### config.mk
export PLATFORM = sky130hd
export DESIGN_NAME = alu_share_arbiter_flat
export DESIGN_NICKNAME = d
export VERILOG_FILES = /design/src/rtl/alu_pkg.sv /design/src/rtl/alu_share_arbiter_if.sv /design/src/rtl/alu_share_arbiter_rr_arb2.sv /design/src/rtl/alu_share_arbiter.sv /design/src/flat_wrapper.sv
export SDC_FILE = /design/constraint.sdc
export NUM_CORES = 1
export LEC_CHECK = 0
export CELL_PAD_IN_SITES_DETAIL_PLACEMENT = 0
export CELL_PAD_IN_SITES_GLOBAL_PLACEMENT = 2
export CORE_ASPECT_RATIO = 1.75
export CORE_MARGIN = 10
export CORE_UTILIZATION = 22
export DETAILED_ROUTE_END_ITERATION = 7
export GPL_TIMING_DRIVEN = 1
export PLACE_DENSITY = 0.8
export SYNTH_ARGS = -nofsm -noshare
export SYNTH_HDL_FRONTEND = slang
export SYNTH_HIERARCHICAL = 1
export SYNTH_SLANG_ARGS = --single-unit
### constraint.sdc
create_clock -name clk -period 1.9 [get_ports clk]
set_input_delay 0.38 -clock clk [delete_from_list [all_inputs] [get_ports clk]]
set_output_delay 0.38 -clock clk [all_outputs]
set_load 0.02 [all_outputs]
### src/rtl/alu_pkg.sv
// Opcode constants, arbiter state encoding and NZV flag write-mask helper
// shared by the ALU arbiter and its sub-blocks.
package alu_pkg;

  localparam logic [3:0] OP_ADD = 4'h0;
  localparam logic [3:0] OP_SUB = 4'h1;
  localparam logic [3:0] OP_XOR = 4'h2;
  localparam logic [3:0] OP_SLL = 4'h4;
  localparam logic [3:0] OP_SRA = 4'h5;
  localparam logic [3:0] OP_ROR = 4'h6;
  localparam logic [3:0] OP_B   = 4'hC;
  localparam logic [3:0] OP_BR  = 4'hD;
  localparam logic [3:0] OP_PCS = 4'hE;
  localparam logic [3:0] OP_HLT = 4'hF;

  typedef enum logic [1:0] {
    IDLE = 2'd0,
    EXEC = 2'd1,
    RESP = 2'd2
  } state_e;

  function automatic logic [2:0] flag_mask(input logic [3:0] op);
    logic [2:0] m;
    case (op)
      OP_ADD, OP_SUB:                 m = 3'b111;
      OP_XOR, OP_SLL, OP_SRA, OP_ROR: m = 3'b010;
      default:                        m = 3'b000;
    endcase
    return m;
  endfunction

  // B/BR/PCS/HLT occupy the top quarter of the opcode space.
  function automatic logic is_ctrl_op(input logic [3:0] op);
    return op[3:2] == 2'b11;
  endfunction

endpackage

### src/rtl/alu_share_arbiter_if.sv
// Request/response handshake bundle for one ALU requester port.
interface alu_share_arbiter_if #(
  parameter int DATA_W = 16,
  parameter int OP_W   = 4
);
  logic              valid;
  logic              ready;
  logic [OP_W-1:0]   op;
  logic [DATA_W-1:0] a;
  logic [DATA_W-1:0] b;
  logic              rsp_valid;
  logic              rsp_ready;
  logic [DATA_W-1:0] rsp_data;

  modport master (
    output valid, op, a, b, rsp_ready,
    input  ready, rsp_valid, rsp_data
  );

  modport slave (
    input  valid, op, a, b, rsp_ready,
    output ready, rsp_valid, rsp_data
  );
endinterface

### src/rtl/alu_share_arbiter_rr_arb2.sv
// Two-input round-robin grant; the pointer lives in the caller so the same
// block can serve other shared resources.
module rr_arb2 (
  input  logic [1:0] req_i,
  input  logic       ptr_i,
  input  logic       advance_i,
  output logic [1:0] gnt_o,
  output logic       ptr_nxt_o
);
  // On a tie ptr_i picks the winner; otherwise the lone requester wins.
  assign gnt_o[0] = req_i[0] & (~req_i[1] | ~ptr_i);
  assign gnt_o[1] = req_i[1] & (~req_i[0] |  ptr_i);

  assign ptr_nxt_o = advance_i ? gnt_o[0] : ptr_i;
endmodule

### src/rtl/alu_share_arbiter.sv
// Shares one ALU between the execute stage (port 0) and the auxiliary path
// (port 1). Optional grant counters are built when ALU_ARB_PERF_EN is defined.
module alu_share_arbiter
  import alu_pkg::*;
#(
  parameter int DATA_W = 16,
  parameter int OP_W   = 4
) (
  input  logic              clk,
  input  logic              rst,
  alu_share_arbiter_if.slave r0_if,
  alu_share_arbiter_if.slave r1_if,
  output logic [OP_W-1:0]   alu_op_o,
  output logic [DATA_W-1:0] alu_in1_o,
  output logic [DATA_W-1:0] alu_in2_o,
  input  logic [DATA_W-1:0] alu_result_i,
  output logic [2:0]        flag_wen_o,
  output logic              busy_o,
  output logic [15:0]       perf_cnt0_o,
  output logic [15:0]       perf_cnt1_o
);

  state_e            state_q, state_d;
  logic              owner_q, owner_d;
  logic              rr_ptr_q, rr_ptr_d;
  logic [OP_W-1:0]   op_q, op_d;
  logic [DATA_W-1:0] a_q, a_d, b_q, b_d, res_q, res_d;

  logic [1:0] req_valid;
  logic [1:0] gnt;
  logic       accept;
  logic       ptr_nxt;
  logic       idle;

  assign idle      = (state_q == IDLE);
  assign req_valid = {r1_if.valid, r0_if.valid};
  assign accept    = idle && (|req_valid) && !rst;
  assign busy_o    = !idle;

  rr_arb2 u_arb (
    .req_i     (req_valid),
    .ptr_i     (rr_ptr_q),
    .advance_i (accept),
    .gnt_o     (gnt),
    .ptr_nxt_o (ptr_nxt)
  );

  // Masked during reset so no requester sees a phantom acceptance.
  assign r0_if.ready = idle & gnt[0] & ~rst;
  assign r1_if.ready = idle & gnt[1] & ~rst;

  always_ff @(posedge clk or posedge rst) begin
    if (rst) begin
      state_q  <= IDLE;
      owner_q  <= 1'b0;
      rr_ptr_q <= 1'b0;
      op_q     <= '0;
      a_q      <= '0;
      b_q      <= '0;
      res_q    <= '0;
    end else begin
      state_q  <= state_d;
      owner_q  <= owner_d;
      rr_ptr_q <= rr_ptr_d;
      op_q     <= op_d;
      a_q      <= a_d;
      b_q      <= b_d;
      res_q    <= res_d;
    end
  end

  always_comb begin
    state_d            = state_q;
    owner_d            = owner_q;
    rr_ptr_d           = rr_ptr_q;
    op_d               = op_q;
    a_d                = a_q;
    b_d                = b_q;
    res_d              = res_q;
    alu_op_o           = '0;
    alu_in1_o          = '0;
    alu_in2_o          = '0;
    flag_wen_o         = 3'b000;
    r0_if.rsp_valid    = 1'b0;
    r0_if.rsp_data     = '0;
    r1_if.rsp_valid    = 1'b0;
    r1_if.rsp_data     = '0;
    case (state_q)
      IDLE: begin
        if (accept) begin
          owner_d  = gnt[1];
          op_d     = gnt[1] ? r1_if.op : r0_if.op;
          a_d      = gnt[1] ? r1_if.a  : r0_if.a;
          b_d      = gnt[1] ? r1_if.b  : r0_if.b;
          rr_ptr_d = ptr_nxt;
          state_d  = EXEC;
        end
      end
      EXEC: begin
        alu_op_o   = op_q;
        alu_in1_o  = a_q;
        alu_in2_o  = b_q;
        // Only the execute stage owns the architectural flags.
        flag_wen_o = owner_q ? 3'b000 : flag_mask(op_q);
        res_d      = is_ctrl_op(op_q) ? '0 : alu_result_i;
        state_d    = RESP;
      end
      RESP: begin
        if (!owner_q) begin
          r0_if.rsp_valid = 1'b1;
          r0_if.rsp_data  = res_q;
          if (r0_if.rsp_ready) state_d = IDLE;
        end else begin
          r1_if.rsp_valid = 1'b1;
          r1_if.rsp_data  = res_q;
          if (r1_if.rsp_ready) state_d = IDLE;
        end
      end
      default: state_d = IDLE;
    endcase
  end

`ifdef ALU_ARB_PERF_EN
  logic [1:0]       grant_pulse;
  logic [1:0][15:0] perf_cnt;

  assign grant_pulse = gnt & {2{accept}};

  for (genvar gi = 0; gi < 2; gi++) begin : g_perf
    logic [15:0] cnt_q, cnt_d;

    assign cnt_d = (grant_pulse[gi] && cnt_q != 16'hFFFF) ? cnt_q + 16'd1 : cnt_q;

    always_ff @(posedge clk or posedge rst) begin
      if (rst) cnt_q <= '0;
      else     cnt_q <= cnt_d;
    end

    assign perf_cnt[gi] = cnt_q;
  end

  assign perf_cnt0_o = perf_cnt[0];
  assign perf_cnt1_o = perf_cnt[1];
`else
  assign perf_cnt0_o = '0;
  assign perf_cnt1_o = '0;
`endif

endmodule

### src/flat_wrapper.sv
// flat-port wrapper written by rule: the top's interface ports become plain ports
module alu_share_arbiter_flat import alu_pkg::*;
#(
  parameter int DATA_W = 16,
  parameter int OP_W   = 4
)
  (clk, rst, alu_op_o, alu_in1_o, alu_in2_o, alu_result_i, flag_wen_o, busy_o, perf_cnt0_o, perf_cnt1_o, r0_if_valid, r0_if_op, r0_if_a, r0_if_b, r0_if_rsp_ready, r0_if_ready, r0_if_rsp_valid, r0_if_rsp_data, r1_if_valid, r1_if_op, r1_if_a, r1_if_b, r1_if_rsp_ready, r1_if_ready, r1_if_rsp_valid, r1_if_rsp_data);
  alu_share_arbiter_if #(.DATA_W(DATA_W), .OP_W(OP_W)) r0_if_i ();
  alu_share_arbiter_if #(.DATA_W(DATA_W), .OP_W(OP_W)) r1_if_i ();
  input  logic clk;
  input  logic rst;
  output logic [OP_W-1:0] alu_op_o;
  output logic [DATA_W-1:0] alu_in1_o;
  output logic [DATA_W-1:0] alu_in2_o;
  input  logic [DATA_W-1:0] alu_result_i;
  output logic [2:0] flag_wen_o;
  output logic busy_o;
  output logic [15:0] perf_cnt0_o;
  output logic [15:0] perf_cnt1_o;
  input wire logic [$bits(r0_if_i.valid)-1:0] r0_if_valid;
  input wire logic [$bits(r0_if_i.op)-1:0] r0_if_op;
  input wire logic [$bits(r0_if_i.a)-1:0] r0_if_a;
  input wire logic [$bits(r0_if_i.b)-1:0] r0_if_b;
  input wire logic [$bits(r0_if_i.rsp_ready)-1:0] r0_if_rsp_ready;
  output wire logic [$bits(r0_if_i.ready)-1:0] r0_if_ready;
  output wire logic [$bits(r0_if_i.rsp_valid)-1:0] r0_if_rsp_valid;
  output wire logic [$bits(r0_if_i.rsp_data)-1:0] r0_if_rsp_data;
  input wire logic [$bits(r1_if_i.valid)-1:0] r1_if_valid;
  input wire logic [$bits(r1_if_i.op)-1:0] r1_if_op;
  input wire logic [$bits(r1_if_i.a)-1:0] r1_if_a;
  input wire logic [$bits(r1_if_i.b)-1:0] r1_if_b;
  input wire logic [$bits(r1_if_i.rsp_ready)-1:0] r1_if_rsp_ready;
  output wire logic [$bits(r1_if_i.ready)-1:0] r1_if_ready;
  output wire logic [$bits(r1_if_i.rsp_valid)-1:0] r1_if_rsp_valid;
  output wire logic [$bits(r1_if_i.rsp_data)-1:0] r1_if_rsp_data;
  assign r0_if_i.valid = r0_if_valid;
  assign r0_if_i.op = r0_if_op;
  assign r0_if_i.a = r0_if_a;
  assign r0_if_i.b = r0_if_b;
  assign r0_if_i.rsp_ready = r0_if_rsp_ready;
  assign r0_if_ready = r0_if_i.ready;
  assign r0_if_rsp_valid = r0_if_i.rsp_valid;
  assign r0_if_rsp_data = r0_if_i.rsp_data;
  assign r1_if_i.valid = r1_if_valid;
  assign r1_if_i.op = r1_if_op;
  assign r1_if_i.a = r1_if_a;
  assign r1_if_i.b = r1_if_b;
  assign r1_if_i.rsp_ready = r1_if_rsp_ready;
  assign r1_if_ready = r1_if_i.ready;
  assign r1_if_rsp_valid = r1_if_i.rsp_valid;
  assign r1_if_rsp_data = r1_if_i.rsp_data;
  alu_share_arbiter #(.DATA_W(DATA_W), .OP_W(OP_W)) u_core (.clk(clk), .rst(rst), .r0_if(r0_if_i), .r1_if(r1_if_i), .alu_op_o(alu_op_o), .alu_in1_o(alu_in1_o), .alu_in2_o(alu_in2_o), .alu_result_i(alu_result_i), .flag_wen_o(flag_wen_o), .busy_o(busy_o), .perf_cnt0_o(perf_cnt0_o), .perf_cnt1_o(perf_cnt1_o));
endmodule
==> impl_metrics.toml <==
[setup_path]
timing.critical_path.cells = "buf_4 -> nor2b_4 -> buf_12 -> clkbuf_16 -> and2_1 -> buf_6"
timing.critical_path.fanout_max = 5
timing.critical_path.slowest_stage_cell = "sky130_fd_sc_hd__dfrtp_1"
timing_worst_setup_path_type = "register to primary output"
regToRegEndpoint = "u_core/a_q[12]$_DFFE_PP0P_"
cp.buffers_inverters = 4
worstSetupStartpoint = "u_core/state_q[1]$_DFFE_PP0P_"
crit_path_max_incr_delay_ns = 0.37
crit_path_end_kind = "primary output"
critical_path_depth = 6
critPathArrivalTime_ns = 1.51
data_required_critical_path_ns = 1.52
reg2reg_setup_slack_ns = 0.17
r2r_start = "u_core/rr_ptr_q$_DFFE_PP0P_"
cpLargestDelayFamily = "buffers and inverters"
worst_setup_path_endpoint = "alu_in1_o[1]"
ff2ff_path_depth = 6
timing.critical_path.from_type = "register"

[synth]
synth.area.top_cells = "sky130_fd_sc_hd__dfrtp_1, sky130_fd_sc_hd__mux2_2, sky130_fd_sc_hd__and2_1, sky130_fd_sc_hd__buf_4, sky130_fd_sc_hd__mux2_4"
most_instantiated_flip_flop_cell_in_the_synthesis_netlist = "sky130_fd_sc_hd__dfrtp_1"
synth_top_area_share_pct = 41.7
netlist_top_cells_count = "sky130_fd_sc_hd__and2_1, sky130_fd_sc_hd__mux2_2, sky130_fd_sc_hd__dfrtp_1"
yosys_warnings = 6
distinct_cell_type_count_after_synthesis = 25
syn_area_um2 = 3360
post_synth_inst_count = 287
postSynth.asyncResetShare_pct = 100
synth_seq_area_share_pct = 41.7
synth-edff-count = 0
synth.ff_latch_count = 56
yosysMostFrequentCell = "sky130_fd_sc_hd__and2_1"
synth_largest_area_cell = "sky130_fd_sc_hd__dfrtp_1"
synth_area_per_cell_um2 = 11.7

[placed_design]
dpl_cell_area_um2 = 5290
buffer_ports.inserted = 169
post-dp-hpwl_mm = 9.21
gp_congestion = 0.714

[pwr]
power.ir.vdd_worst_mv = 0.453
static-leakage-power_nw = 2.55
power.density_nw_per_um2 = 1150

[sta]
unrepaired_setup_endpoints_after_global_routing = "yes"
fin_tns_setup_ns = 0
final_max_slew_violation_count = 0
hold_worst_slack_ns = 0.466
timing.final.crit_share_pct = 99.4
max_freq_mhz = 529
setup_skew_ns = 0.00606
setup_viol = 0
final_period_minus_worst_setup_slack_ns = 1.89
hold_viol_final = 0

[drt]
vias = 2732
detail-route-antenna-nets = 0
wire_per_inst_um = 18.3
detailedRoute.firstPassIterationCount = 4
routed_wl_mm = 12.1
drcViolationCount = 0
first_iter_violations = 68
detail_route.vias_per_cell = 4.13

[cts]
tritoncts_clock_tree = "done"
clk-insertion-delay-late_ns = 0.29
clock_path_buffers = 2
path_clk_slew_ns = 0.07
cts_inserted_buffers = 5
htreeDepth = 2
ctsHoldBuffers = 0
num_clock_sinks = 56
clock-root-buffer = "sky130_fd_sc_hd__clkbuf_16"

[layout]
post_route_cells_drive_above_1_share_pct = 47.5
finalInstanceArea_um2 = 5650
fin_nets = 571
area_delta_synth_final_pct = 68.1
n_antenna_cell = 0

[floorplanning]
fp.dieW_um = 113
boundaryPins = 202
die_height_um = 184
placementRows = 59
initial_core_util_pct = 22.6
die_area_um2 = 20800
fp.coreArea_um2 = 14900

[global_route]
grt_pass1_vias = 3052
grtUsageMet3_pct = 3.33
gr-total-overflow = 0
top_usage_layer = "met2"
grtUsageTotal_pct = 10.7
initial_antenna_violation_count = 0
grt_max_degree = 25
grt_use_met2_pct = 19.9
first_pass_grt_wire_length_mm = 17.6
grt_use_met1_pct = 11.2

[run]
max_cap_viol_count = 0

[min_path]
worst_hold_path_type = "input pin to async pin"

[outcome]
outcome = "complete, no violations"
-- cell families after synthesis --
family	after synthesis	synth area share, %
and+or+nand+nor	79	14.6
muxes	76	26.6
DFF	56	41.7
buffers and inverters	52	11.1
AOI/OAI and AO/OA	23	5.95
other	1	0.112
-- what timing repair did --
| item | in CTS | in global routing |
|---|---|---|
| resized for setup | 304 | 141 |
| pin swaps | 0 | 12 |
| cloned | 3 | 3 |
| buffers inserted | 1 | 3 |
| setup endpoints to repair | 75 | 65 |
-- metrics by stage --
step	power [mW]	setup slack [ns]	util, %	cells
5_1_grt	6.95	-0.0763	37.9	661
4_1_cts	6.17	-0.0122	34.8	655
3_3_place_gp	5.24	-0.193	35.5	643
6_report	6.53	0.0106	37.9	661
3_5_place_dp	5.30	-0.212	35.5	643
2_1_floorplan	3.97	0.0276	-	318
-- final cells by class --
| type | count | area [um^2] |
|---|---|---|
| repair buffers | 201 | 2040 |
| fillers | 1496 | 9260 |
| flip-flops and latches | 56 | 1400 |
| well taps | 183 | 229 |
| multi-input cells | 210 | 1830 |
| clock inverters | 1 | 8.76 |
| clock buffers | 7 | 133 |
| inverters | 3 | 11.3 |
-- registers in the layout, indices dropped and copies added (netlist names) --
name and cells:
u_core/rr_ptr_q 1, u_core/state_q 2, u_core/a_q 16, u_core/owner_q 1, u_core/res_q 16, u_core/op_q 4, u_core/b_q 16
-- where the power goes --
group	leakage (nW)	total, mW	switching [mW]	internal, mW
Combinational	1.80	3.49	1.54	1.96
Sequential	0.675	2.11	0.345	1.77
Clock	0.0681	0.927	0.432	0.494
-- cells in the final DEF, fill, tap and decap left out, types with 6 or more instances in the layout --
master and n:
sky130_fd_sc_hd__mux2_2 66, sky130_fd_sc_hd__and2_4 24, sky130_fd_sc_hd__conb_1 32, sky130_fd_sc_hd__buf_2 8
sky130_fd_sc_hd__clkbuf_16 6, sky130_fd_sc_hd__clkdlybuf4s50_1 92, sky130_fd_sc_hd__buf_12 8, sky130_fd_sc_hd__mux2_4 10
sky130_fd_sc_hd__buf_4 33, sky130_fd_sc_hd__and2_1 46, sky130_fd_sc_hd__a22o_1 16, sky130_fd_sc_hd__buf_6 54
sky130_fd_sc_hd__dfrtp_1 56
-- layer usage --
metal	share of wire [%]	vias up
met2	54	134
met1	37	1298
met3	7.5	10
met4	1.4	0
li1	-	1290
met5	0	-
-- worst min path at each step --
| stage | from | endpoint | slack [ns] | cells past startpoint |
|---|---|---|---|---|
| final | rst | u_core/rr_ptr_q$_DFFE_PP0P_ | 0.47 | 2 |
| after global routing | rst | u_core/rr_ptr_q$_DFFE_PP0P_ | 0.49 | 2 |
| after CTS | rst | u_core/b_q[6]$_DFFE_PP0P_ | 0.48 | 2 |
| after detailed placement | u_core/b_q[0]$_DFFE_PP0P_ | u_core/b_q[0]$_DFFE_PP0P_ | 0.49 | 1 |
| after global placement | u_core/a_q[0]$_DFFE_PP0P_ | u_core/a_q[0]$_DFFE_PP0P_ | 0.48 | 1 |
| after floorplan | u_core/a_q[10]$_DFFE_PP0P_ | u_core/a_q[10]$_DFFE_PP0P_ | 0.47 | 1 |
Power figures use the tool's default switching activity.
